[src/rtl/ssd_scan_controller_pkg.sv]
// Shared constants and scan state encoding for the seven-segment display controller.
package ssd_scan_controller_pkg;

    localparam logic [6:0] SEG_OFF   = 7'h7F;
    localparam logic [3:0] ANODE_OFF = 4'b1111;

    typedef enum logic {
        ST_GUARD = 1'b0,
        ST_DRIVE = 1'b1
    } scan_state_t;

endpackage

[src/rtl/ssd_scan_controller_seg.sv]
// Hex to seven-segment decoder; segments {g..a}, active-low.
module binaryToSegment
    import ssd_scan_controller_pkg::*;
(
    input  logic [3:0] i_bin,
    output logic [6:0] o_seg
);

    always_comb begin
        o_seg = SEG_OFF;
        case (i_bin)
            4'h0: o_seg = 7'h40;
            4'h1: o_seg = 7'h79;
            4'h2: o_seg = 7'h24;
            4'h3: o_seg = 7'h30;
            4'h4: o_seg = 7'h19;
            4'h5: o_seg = 7'h12;
            4'h6: o_seg = 7'h02;
            4'h7: o_seg = 7'h78;
            4'h8: o_seg = 7'h00;
            4'h9: o_seg = 7'h10;
            4'hA: o_seg = 7'h08;
            4'hB: o_seg = 7'h03;
            4'hC: o_seg = 7'h46;
            4'hD: o_seg = 7'h21;
            4'hE: o_seg = 7'h06;
            4'hF: o_seg = 7'h0E;
            default: o_seg = SEG_OFF;
        endcase
    end

endmodule

[src/rtl/ssd_scan_controller.sv]
// 4-digit SSD owner: digit register file with sequential write pointer and a
// guard/drive time-multiplexed scan of the anodes.
//   state    | meaning
//   ST_GUARD | all anodes off between digits (anti-ghosting)
//   ST_DRIVE | latched digit shown on its anode, blank if not yet loaded
module ssd_scan_controller
    import ssd_scan_controller_pkg::*;
#(
    parameter int REFRESH_DIV = 50000,
    parameter int GUARD_CYC   = 500
) (
    input  logic       i_clk,
    input  logic       i_reset,
    input  logic       i_load,
    input  logic       i_clear,
    input  logic [3:0] i_user_inp,
    output logic [3:0] o_active_digit,
    output logic [6:0] o_seven_out,
    output logic [1:0] o_wr_ptr,
    output logic       o_frame_start
);

    localparam int CW = $clog2(REFRESH_DIV);
    localparam logic [CW-1:0] GUARD_END = CW'(GUARD_CYC - 1);
    localparam logic [CW-1:0] SLOT_END  = CW'(REFRESH_DIV - 1);

    logic [3:0]    r_digit [4];
    logic [3:0]    r_valid;
    logic [1:0]    r_wr_ptr;

    scan_state_t   r_state, w_state_nxt;
    logic [CW-1:0] r_slot_cnt, w_cnt_nxt;
    logic [1:0]    r_scan_idx, w_idx_nxt;
    logic          w_enter_drive;
    logic [3:0]    r_lat_digit, w_lat_digit;
    logic          r_lat_valid, w_lat_valid;
    logic [6:0]    w_seg;
    logic [3:0]    w_an_nxt;
    logic [6:0]    w_seg_nxt;

    logic [3:0]    r_active_digit;
    logic [6:0]    r_seven_out;
    logic          r_frame_start;

    // clear has priority and drops a coincident load
    always_ff @(posedge i_clk or posedge i_reset) begin
        if (i_reset) begin
            for (int i = 0; i < 4; i++) r_digit[i] <= 4'h0;
            r_valid  <= 4'b0000;
            r_wr_ptr <= 2'd0;
        end else if (i_clear) begin
            r_valid  <= 4'b0000;
            r_wr_ptr <= 2'd0;
        end else if (i_load) begin
            r_digit[r_wr_ptr] <= i_user_inp;
            r_valid[r_wr_ptr] <= 1'b1;
            r_wr_ptr          <= r_wr_ptr + 2'd1;
        end
    end

    always_comb begin
        w_state_nxt   = r_state;
        w_cnt_nxt     = r_slot_cnt + CW'(1);
        w_idx_nxt     = r_scan_idx;
        w_enter_drive = 1'b0;
        case (r_state)
            ST_GUARD: begin
                if (r_slot_cnt == GUARD_END) begin
                    w_state_nxt   = ST_DRIVE;
                    w_enter_drive = 1'b1;
                end
            end
            ST_DRIVE: begin
                if (r_slot_cnt == SLOT_END) begin
                    w_state_nxt = ST_GUARD;
                    w_cnt_nxt   = '0;
                    w_idx_nxt   = r_scan_idx + 2'd1;
                end
            end
            default: w_state_nxt = ST_GUARD;
        endcase
    end

    // Snapshot taken only on DRIVE entry so writes never disturb a slot in progress.
    always_comb begin
        w_lat_digit = r_lat_digit;
        w_lat_valid = r_lat_valid;
        if (w_enter_drive) begin
            w_lat_digit = r_digit[r_scan_idx];
            w_lat_valid = r_valid[r_scan_idx];
        end
    end

    binaryToSegment u_seg (
        .i_bin (w_lat_digit),
        .o_seg (w_seg)
    );

    always_comb begin
        w_an_nxt  = ANODE_OFF;
        w_seg_nxt = SEG_OFF;
        if (w_state_nxt == ST_DRIVE && w_lat_valid) begin
            w_an_nxt  = ~(4'b0001 << r_scan_idx);
            w_seg_nxt = w_seg;
        end
    end

    always_ff @(posedge i_clk or posedge i_reset) begin
        if (i_reset) begin
            r_state        <= ST_GUARD;
            r_slot_cnt     <= '0;
            r_scan_idx     <= 2'd0;
            r_lat_digit    <= 4'h0;
            r_lat_valid    <= 1'b0;
            r_active_digit <= ANODE_OFF;
            r_seven_out    <= SEG_OFF;
            r_frame_start  <= 1'b0;
        end else begin
            r_state        <= w_state_nxt;
            r_slot_cnt     <= w_cnt_nxt;
            r_scan_idx     <= w_idx_nxt;
            r_lat_digit    <= w_lat_digit;
            r_lat_valid    <= w_lat_valid;
            r_active_digit <= w_an_nxt;
            r_seven_out    <= w_seg_nxt;
            r_frame_start  <= w_enter_drive && (r_scan_idx == 2'd0);
        end
    end

    assign o_active_digit = r_active_digit;
    assign o_seven_out    = r_seven_out;
    assign o_wr_ptr       = r_wr_ptr;
    assign o_frame_start  = r_frame_start;

endmodule
[config.mk]
export PLATFORM = sky130hd
export DESIGN_NAME = ssd_scan_controller
export DESIGN_NICKNAME = d
export VERILOG_FILES = /design/src/rtl/ssd_scan_controller_pkg.sv /design/src/rtl/ssd_scan_controller_seg.sv /design/src/rtl/ssd_scan_controller.sv
export SDC_FILE = /design/constraint.sdc
export NUM_CORES = 1
export LEC_CHECK = 0
export ABC_AREA = 1
export BUFFER_PORTS_ARGS = -buffer_cell sky130_fd_sc_hd__clkbuf_2
export CORE_ASPECT_RATIO = 1.1
export CORE_UTILIZATION = 55
export CTS_CLUSTER_DIAMETER = 120
export DETAILED_ROUTE_END_ITERATION = 10
export PLACE_DENSITY = 0.74
export SLEW_MARGIN = 40
export SYNTH_ARGS = -nofsm -noshare
export SYNTH_HDL_FRONTEND = slang
export SYNTH_SLANG_ARGS = --single-unit
[constraint.sdc]
create_clock -name i_clk -period 5.7 [get_ports i_clk]
set_input_delay 1.14 -clock i_clk [delete_from_list [all_inputs] [get_ports i_clk]]
set_output_delay 1.14 -clock i_clk [all_outputs]
set_load 0.005 [all_outputs]
==> results of run 1 <==
[Yosys cell counts (2+ instances only)]
cell type / count
nand3_1: 26
inv_2: 6
nand4_1: 2
nor3_1: 5
ha_1: 15
nand2_2: 3
or2_2: 2
a21oi_1: 6
nand2_1: 105
nor2_4: 3
o21ai_4: 2
nor2_1: 41
dfstp_2: 11
inv_1: 45
buf_2: 3
nand2_4: 5
o21ai_0: 31
o21ai_1: 2
dfrtp_1: 47
xor2_1: 5
nor2_2: 6
[area by class of cell]
cell class | count | area share (%)
sequential | 58 | 42.7
multi-input combinational | 263 | 39.8
tap | 75 | 2.73
timing repair buffer | 22 | 3.28
clock inverter | 3 | 1.17
clock buffer | 13 | 4.63
inverter | 52 | 5.76
[power groups by stage]
stage | clock (W) | combinational (W) | sequential, W
detailed placement | 0 | 0.0000666 | 0.000467
global route | 0.000408 | 0.0000819 | 0.000463
global placement | 0 | 0.0000637 | 0.000467
floorplan | 0 | 0.0000509 | 0.000461
finish | 0.000377 | 0.0000666 | 0.000461
CTS | 0.000386 | 0.0000679 | 0.000460
[registers in the layout, indices dropped and copies added, names as in the netlist]
register        count
o_active_digit      4
o_frame_start       1
o_seven_out         7
o_wr_ptr            2
r_digit            16
r_lat_digit         4
r_lat_valid         1
r_scan_idx          2
r_slot_cnt         16
r_state             1
r_valid             4
[worst max-delay path: stages (launching register included)]
cell,delay (ns)
dfrtp_1,0.61
inv_1,0.30
nand2_1,0.12
nand2_1,0.05
nand2_1,0.05
o21ai_0,0.11
o21ai_1,0.39
ha_1,0.31
nand3_1,0.12
nor2_2,0.05
nor2_1,0.08
nand2_1,0.05
[worst paths after layout]
path	depth (start not counted)	endpoint	startpoint
setup reg to reg	11	o_seven_out[1]	r_scan_idx[0]
setup / recovery	11	o_seven_out[1]	r_scan_idx[0]
hold / removal	2	r_digit[11]	r_digit[11]
min in group asynchronous	3	r_slot_cnt[7]	i_reset
hold reg to reg	2	r_digit[11]	r_digit[11]
max in group asynchronous	3	r_lat_digit[2]	i_reset
[placed cells by master (no fill, tap or decap), types with 3 or more instances in the layout]
cell | synthesis | layout
a21oi_1 | 6 | 6
clkbuf_2 | 0 | 21
clkbuf_8 | 0 | 11
dfrtp_1 | 47 | 47
dfstp_2 | 11 | 11
ha_1 | 15 | 15
inv_1 | 45 | 44
inv_2 | 6 | 7
nand2_1 | 105 | 105
nand2_2 | 3 | 3
nand2_4 | 5 | 5
nand3_1 | 26 | 26
nor2_1 | 41 | 41
nor2_2 | 6 | 6
nor2_4 | 3 | 3
nor3_1 | 5 | 5
o21ai_0 | 31 | 31
xor2_1 | 5 | 5
[metrics by stage]
| step | instance area [um2] | setup slack [ns] |
|---|---|---|
| finish | 3430 | 3.40 |
| global route | 3430 | 3.07 |
| CTS | 3430 | 3.37 |
| detailed placement | 3230 | 3.40 |
| global placement | 3230 | 3.44 |
| floorplan | 3040 | 3.15 |
[logic make-up after synthesis]
kind of cell,count (synthesis)
xor gates and xnor gates,6
buffers and inverters,55
and+or+nand+nor,198
DFF,58
AOI/OAI and AO/OA,44
adders and majority gates,15
[per-layer routing]
layer / GRT usage [%] / share of wire [%] / routed length, um
met4: 12.4 / 2.2 / 124
met2: 36.4 / 47 / 2610
met3: 5.81 / 3.4 / 189
met5: 0 / 0 / 0
met1: 28.8 / 48 / 2680
==> impl_metrics.csv, run 1 <==
group,metric,value,unit
status,outcome,"finished clean",
clock_tree,clockBufferDepth,2,
power,p_seq_share,50.9,%
drt,routed_wl,5610,um
drt,dr.pass1.iters,4,
min_path,hold_class,"register to register",
floorplanning,start_util,56.8,%
floorplanning,fp.coreArea,0.00536,mm2
power,leakage,1.71,nW
logic_synthesis,yosys.area.top_type,"dfrtp_1",
power,combPwrFrac,7.4,%
logic_synthesis,synth-adder-area-share,6.17,%
critical_path,critPathArrivalTime,2.57,ns
sta,relSlewSlack,53.4,%
clock_tree,ctsResizeCount,0,
logic_synthesis,yosysWarnings,0,
critical_path,start_kind,"register",
critical_path,end_kind,"register",
sta,fin_skew,0.00831,ns
logic_synthesis,synthFlopType,"dfrtp_1",
critical_path,cp.required,5.97,ns
logic_synthesis,synthCells,376,
logic_synthesis,synth_simple_gate_area_share,28.7,%
logic_synthesis,synth_compound_area_share,8.22,%
floorplanning,rows,28,
clock_tree,clk_latency,0.34,ns
logic_synthesis,syn-num-nets,399,
power,ir_worst_vdd,195,uV
logic_synthesis,seq_area_frac_synth,48.1,%
logic_synthesis,synth-edff-count,0,
flow_run,maxCapViolCount,0,
clock_tree,tritoncts.num_buffers,9,
cells_and_area,layout.cells.non_filler,486,
power,switching_power,0.000214,W
cells_and_area,area_delta_synth_final,12.8,%
global_routing,antenna_found_initial,0,
sta,post-route-period-util,40.4,%
power,clockPowerShare,41.7,%
power,finalPower,0.000905,W
floorplanning,die_height,80.0,um
logic_synthesis,synthXorXnorAreaFrac,1.73,%
cells_and_area,multiInputGateArea,0.00137,mm2
drt,drc,0,
cells_and_area,drive_above_1_share,18.5,%
floorplanning,chipWidth,72.9,um
power,internal_power,0.000691,W
sta,hold_violations,0,
logic_synthesis,synth-async-reset-ratio,100,%
global_routing,grtUsageTotal,23.0,%
cells_and_area,fill_cells,478,
clock_tree,cts_tree,"done",
cells_and_area,diodes,0,
clock_tree,clk_pin_slew,0.06,ns
power,netSwitchingFraction,23.6,%
logic_synthesis,synth_top_area_share,38.7,%
sta,whs,0.489,ns
logic_synthesis,muxShareOfSynthArea,0,%
placement,numPlacedInstances,470,
logic_synthesis,synth-seq-cells,58,
cells_and_area,layout.nets,429,
global_routing,grt_first_pass_wirelength,10000,um
critical_path,critical_path_class,"register to register",
critical_path,reg2reg_setup_slack,3.40,ns
clock_tree,holdBufCountCts,0,
drt,avgRoutedWirePerCell,11.5,um
drt,vias_per_cell,4.94,
power,powerDensity,264,mW/mm2
sta,period_needed,2.30,ns
clock_tree,cts_sinks,58,
placement,port-buffer-count,21,
logic_synthesis,avgSynthCellArea,8.09,um2
sta,setup_viol_count_final,0,
placement,place.gp.congestion,0.845,
cells_and_area,utilization,64.1,%
global_routing,grt_pass1_vias,2309,
sta,drv_slew,0,
global_routing,grt_max_degree,59,
cells_and_area,regArea,0.00147,mm2
clock_tree,postCtsSetupBuffers,0,
logic_synthesis,synth_cell_types,26,
placement,hpwl,3940,um
sta,final.setup.tns,0,ns
clock_tree,cts_root_buf,"clkbuf_8",
clock_tree,cts_max_level,3,
floorplanning,io_pins,22,
logic_synthesis,synth_area,0.00304,mm2
global_routing,grt-ovfl-total,0,
sta,rsz0062_at_grt,"no",
sta,worstMarginPinSlew,0.698,ns
sta,max_freq,434,MHz
drt,num_vias,2400,
logic_synthesis,synth_area_leaders,"dfrtp_1 (39%), nand2_1 (13%), dfstp_2 (9.5%)",
floorplanning,die_area,0.00583,mm2
critical_path,cp_max_fo,14,
drt,drtIter0Drc,157,
logic_synthesis,synth_top_family_by_area,"simple AND/OR/NAND/NOR gates",
drt,drtAntennaViolNets,0,
Note: power is estimated with default switching activity, not from simulation.
==> inputs of run 2 (changes only) <==
- clock period: 5.7 -> 2.2 ns (I/O delays scaled with it)
==> run 2 against run 1 <==
Combinational power rose to 2.7 times the previous value; hold slack got worse by 0.38 ns; first-iteration DRC count is 25% higher; worst setup slack worse by 3.2 ns; sequential cell count did not move; critical path depth rose by 2; via count increased by 1.9%; wire length grew 5.9%; power up 150%; critical endpoint unchanged.
==> impl_metrics.csv, run 2 (synthesized netlist as in run 1, its figures left out) <==
group,metric,value,unit
status,outcome,"finished clean",
min_path,hold_class,"input pin to async pin",
cells_and_area,final_cell_mix,"nand2_1 (104), dfrtp_1 (47), inv_1 (43)",
critical_path,cp_num_cells,13,
critical_path,path_common_cell,"nand2_1",
sta,worstMarginPinSlew,0.511,ns
critical_path,slowest_stage,"dfrtp_1",
critical_path,reg2reg_setup_slack,0.19,ns
global_routing,grtUsageTotal,23.3,%
sta,whs,0.112,ns
floorplanning,die_height,80.0,um
clock_tree,cts_root_buf,"clkbuf_8",
power,leakage,1.73,nW
clock_tree,cts_tree,"done",
cells_and_area,fill_cells,481,
sta,fin_ws,0.194,ns
floorplanning,start_util,56.8,%
global_routing,grt_max_degree,26,
sta,post-route-period-util,91.2,%
critical_path,start_kind,"register",
cells_and_area,multiInputGateArea,0.00139,mm2
power,ir_worst_vdd,481,uV
critical_path,cp_max_fo,9,
critical_path,critPathArrivalTime,2.30,ns
global_routing,antenna_found_initial,0,
drt,drtAntennaViolNets,0,
sta,period_needed,2.01,ns
sta,setup_viol_count_final,0,
critical_path,critPathTopFamily,"simple AND/OR/NAND/NOR gates",
global_routing,grt-ovfl-total,0,
drt,avgRoutedWirePerCell,12.1,um
floorplanning,chipWidth,72.9,um
floorplanning,rows,28,
cells_and_area,utilization,65.2,%
sta,fin_skew,0.00731,ns
critical_path,cpPeakStageDelay,0.40,ns
cells_and_area,layout.cells.non_filler,492,
sta,max_freq,498,MHz
placement,port-buffer-count,21,
sta,drv_slew,0,
cells_and_area,layout.nets,435,
clock_tree,clk_latency,0.34,ns
placement,numPlacedInstances,475,
clock_tree,holdBufCountCts,0,
global_routing,grt_first_pass_wirelength,10100,um
critical_path,path_buf_inv,1,
drt,routed_wl,5930,um
drt,dr.pass1.iters,4,
cells_and_area,final_common_cell,"nand2_1",
placement,hpwl,4240,um
drt,drtIter0Drc,196,
cells_and_area,regArea,0.00147,mm2
placement,place_ws,0.148,ns
drt,drc,0,
flow_run,maxCapViolCount,0,
placement,place.gp.congestion,0.887,
drt,vias_per_cell,4.97,
floorplanning,die_area,0.00583,mm2
sta,relSlewSlack,65.9,%
critical_path,cp.required,2.49,ns
critical_path,critical_path_class,"register to register",
cells_and_area,drive_above_1_share,20.6,%
power,powerDensity,643,mW/mm2
global_routing,grt_pass1_vias,2228,
clock_tree,tritoncts.num_buffers,9,
critical_path,end_kind,"register",
critical_path,path_cells,"ha_4 -> inv_2 -> nor2_1 -> nand2_1 -> nor2_4 -> nand2_4 -> nand2_1 -> nand2_2 -> ha_1 -> nand3_1 -> nor2_2 -> nor2_1 -> nand2_1",
floorplanning,fp.coreArea,0.00536,mm2
sta,hold_violations,0,
critical_path,r2r_cells,13,
floorplanning,io_pins,22,
clock_tree,clockBufferDepth,2,
clock_tree,clk_pin_slew,0.07,ns
clock_tree,cts_max_level,3,
drt,num_vias,2446,
cells_and_area,area_delta_synth_final,14.8,%
cells_and_area,diodes,0,
clock_tree,cts_sinks,58,
[run 2: report_power, final]
| part | internal [W] | switching (W) |
|---|---|---|
| clock | 0.000465 | 0.000419 |
| sequential | 0.00114 | 0.0000406 |
| combinational | 0.0000681 | 0.000109 |
| total | 0.00168 | 0.000569 |
[run 2: worst register-to-register path, cell delays in order, from the launching register on]
cell and delay [ns]:
dfrtp_1 0.40, ha_4 0.18, inv_2 0.03, nor2_1 0.07, nand2_1 0.10, nor2_4 0.14
nand2_4 0.14, nand2_1 0.12, nand2_2 0.12, ha_1 0.31, nand3_1 0.14, nor2_2 0.14
nor2_1 0.04, nand2_1 0.05
[run 2: repair_timing]
action | 4_1_cts | 5_1_grt
gates resized for setup | 0 | 7
endpoints found under the setup margin | 0 | 7
setup buffers | 0 | 1
hold endpoints to repair | 0 | 0
[run 2: worst paths after layout]
kind                                from                 to
setup / recovery           r_slot_cnt[0]     o_seven_out[1]
hold / removal                   i_reset      r_slot_cnt[1]
setup reg to reg           r_slot_cnt[0]     o_seven_out[1]
hold reg to reg               r_digit[6]         r_digit[6]
max in group asynchronous        i_reset  o_active_digit[0]
min in group i_clk               i_clear         r_valid[0]
[run 2: cell type report]
cell class | count | area share [%]
Tap cell | 75 | 2.69
Clock buffer | 13 | 4.55
Clock inverter | 3 | 0.430
Sequential cell | 58 | 41.9
Timing Repair Buffer | 28 | 4.87
Multi-Input combinational cell | 263 | 39.9
Inverter | 52 | 5.66
[run 2: metrics by stage]
stage	power [W]	area, um2	TNS [ns]
2_1_floorplan	0.00133	3040	0
3_3_place_gp	0.00137	3280	0
3_5_place_dp	0.00138	3280	0
4_1_cts	0.00226	3460	0
5_1_grt	0.00234	3490	-0.0320
6_report	0.00225	3490	0
[run 2: layer usage]
layer  wire [um]  global-route usage (%)  part of all wire, %
met5           0                       0                    0
met4         166                    11.8                  2.8
met3         203                    5.81                  3.4
met2        2670                    36.0                   45
met1        2890                    30.2                   49
==> inputs of run 3 (changes only) <==
- SYNTH_HIERARCHICAL: unset -> 1
==> run 3 against run 2 <==
Hold slack got worse by 0.0029 ns; design area rose by 1.6%; clock power grew 2%; highest routed layer unchanged.
==> impl_metrics.csv, run 3 <==
group,metric,value,unit
status,outcome,"finished clean",
clock_tree,cts_tree,"done",
cells_and_area,final_cell_mix,"nand2_1 (75), inv_1 (56), dfrtp_1 (46)",
drt,avgRoutedWirePerCell,11.9,um
critical_path,critPathArrivalTime,2.30,ns
logic_synthesis,synth-async-reset-ratio,100,%
critical_path,cp.required,2.47,ns
global_routing,grt_first_pass_wirelength,9990,um
cells_and_area,final_common_cell,"nand2_1",
logic_synthesis,yosys.area.top_type,"dfrtp_1",
drt,drtIter0Drc,147,
sta,final.setup.tns,0,ns
clock_tree,tritoncts.num_buffers,9,
critical_path,start_kind,"register",
power,powerDensity,630,mW/mm2
clock_tree,cts_max_level,3,
sta,rsz0062_at_grt,"no",
placement,port-buffer-count,21,
logic_synthesis,synth.most_common_cell,"nand2_1",
clock_tree,clk_pin_slew,0.06,ns
floorplanning,die_area,0.00587,mm2
logic_synthesis,synthFlopType,"dfrtp_1",
drt,routed_wl,5710,um
placement,place.gp.congestion,0.884,
floorplanning,fp.coreArea,0.00536,mm2
drt,vias_per_cell,4.91,
logic_synthesis,seq_area_frac_synth,47.9,%
cells_and_area,layout.cells.non_filler,482,
sta,worstMarginPinSlew,0.492,ns
global_routing,antenna_found_initial,0,
global_routing,met2_usage,34.6,%
cells_and_area,fill_cells,451,
clock_tree,clk_latency,0.33,ns
floorplanning,start_util,57.1,%
logic_synthesis,synth_cell_types,27,
global_routing,grt.busiest_layer,"met2",
global_routing,grt_use_met3,4.52,%
min_path,hold_class,"input pin to async pin",
drt,drtAntennaViolNets,0,
critical_path,slowest_stage,"dfrtp_1",
logic_synthesis,avgSynthCellArea,8.48,um2
floorplanning,chipWidth,73.1,um
clock_tree,cts_sinks,58,
placement,hpwl,3950,um
placement,numPlacedInstances,460,
flow_run,maxCapViolCount,0,
drt,num_vias,2365,
global_routing,grt_max_degree,37,
critical_path,critPathTopFamily,"simple AND/OR/NAND/NOR gates",
logic_synthesis,synth-edff-count,0,
critical_path,path_cells,"ha_4 -> nand2_1 -> nor2_1 -> nand2_2 -> nor2_4 -> nor2_1 -> nor2_2 -> inv_1 -> ha_1 -> nand2_1 -> nand3_1 -> nand2_1 -> inv_1 -> nand4_1",
critical_path,cp_max_fo,5,
logic_synthesis,synthCells,361,
global_routing,grt-ovfl-total,0,
cells_and_area,diodes,0,
critical_path,reg2reg_setup_slack,0.17,ns
logic_synthesis,synth_area_leaders,"dfrtp_1 (38%), dfstp_2 (9.4%), nand2_1 (9.3%)",
logic_synthesis,yosysWarnings,6,
clock_tree,holdBufCountCts,0,
critical_path,path_buf_inv,2,
clock_tree,cts_root_buf,"clkbuf_8",
floorplanning,die_height,80.2,um
floorplanning,io_pins,22,
sta,setup_viol_count_final,0,
logic_synthesis,synth_common_cells,"nand2_1 (76), inv_1 (58), dfrtp_1 (47)",
sta,period_needed,2.03,ns
sta,post-route-period-util,92.3,%
critical_path,end_kind,"register",
floorplanning,rows,28,
critical_path,r2r_cells,14,
logic_synthesis,syn-num-nets,385,
power,leakage,1.80,nW
sta,relSlewSlack,67.1,%
critical_path,r2r-end,"o_seven_out[3]",
cells_and_area,area_delta_synth_final,15.9,%
sta,max_freq,492,MHz
sta,drv_slew,0,
drt,drc,0,
power,ir_worst_vdd,410,uV
critical_path,path_common_cell,"nand2_1",
global_routing,grt_pass1_vias,2240,
global_routing,use_met1,29.8,%
cells_and_area,layout.nets,426,
critical_path,critical_path_class,"register to register",
global_routing,grtUsageTotal,22.7,%
sta,hold_violations,0,
critical_path,worstReg2RegStart,"r_slot_cnt[1]",
sta,fin_skew,0.00377,ns
logic_synthesis,synth_top_area_share,38.4,%
cells_and_area,drive_above_1_share,24.3,%
drt,dr.pass1.iters,4,
logic_synthesis,synth-seq-cells,58,
critical_path,cpPeakStageDelay,0.40,ns
logic_synthesis,synth_area,0.00306,mm2
clock_tree,clockBufferDepth,2,
## run 3: power breakdown
group	switching [W]	total, W	internal [W]
clock network	0.000403	0.000901	0.000498
logic	0.0000881	0.000145	0.0000568
registers	0.0000411	0.00119	0.00115
## run 3: per-layer routing
layer | wire, um | share of wire (%) | vias up
met5 | 0 | 0 | -
met3 | 163 | 2.9 | 10
met2 | 2700 | 47 | 44
met1 | 2720 | 48 | 1101
li1 | - | - | 1210
met4 | 129 | 2.3 | 0
## run 3: final cells by class
type	count	area, um2	area share (%)
Clock inverter	2	10.0	0.282
Clock buffer	14	173	4.87
Multi-Input combinational cell	235	1340	37.7
Sequential cell	58	1470	41.3
Inverter	61	229	6.45
Tap cell	75	93.8	2.64
Timing Repair Buffer	37	238	6.70
## run 3: stage by stage
| step | utilization [%] | total power, W | instance area (um2) | hold WS (ns) | setup slack [ns] |
|---|---|---|---|---|---|
| after floorplan | - | 0.00130 | 3060 | 0.448 | 0.0921 |
| after global placement | 61.3 | 0.00134 | 3290 | 0.462 | 0.143 |
| after detailed placement | 61.3 | 0.00135 | 3290 | 0.469 | 0.105 |
| after CTS | 64.7 | 0.00226 | 3470 | 0.113 | 0.0961 |
| after global routing | 66.2 | 0.00234 | 3550 | 0.155 | 0.00314 |
| final | 66.2 | 0.00223 | 3550 | 0.109 | 0.169 |
## run 3: kinds of logic (layout without fill, tap and decap cells)
group,Yosys count,count (layout),synth area share (%)
AND/OR/NAND/NOR,166,166,25.6
AO/OA/AOI/OAI,40,40,6.87
adder cells (fa/ha/maj),16,16,6.54
flip-flops,58,58,47.9
buffers and inverters,68,114,9.44
XOR/XNOR,13,13,3.72
## run 3: repair_timing
item	CTS	global route
gates resized for setup	0	12
endpoints found under the hold margin	0	0
setup buffers	0	6
endpoints found under the setup margin	0	7
## run 3: worst max-delay path by stage
stage | cells past startpoint | slack, ns | start | to
floorplan | 14 | 0.09 | r_slot_cnt[0] | o_seven_out[3]
global placement | 15 | 0.14 | r_slot_cnt[0] | o_seven_out[5]
detailed placement | 16 | 0.10 | r_slot_cnt[0] | o_seven_out[5]
CTS | 15 | 0.1 | r_slot_cnt[0] | o_seven_out[5]
global route | 15 | 0.003 | r_slot_cnt[10] | o_seven_out[3]
finish | 14 | 0.17 | r_slot_cnt[1] | o_seven_out[3]
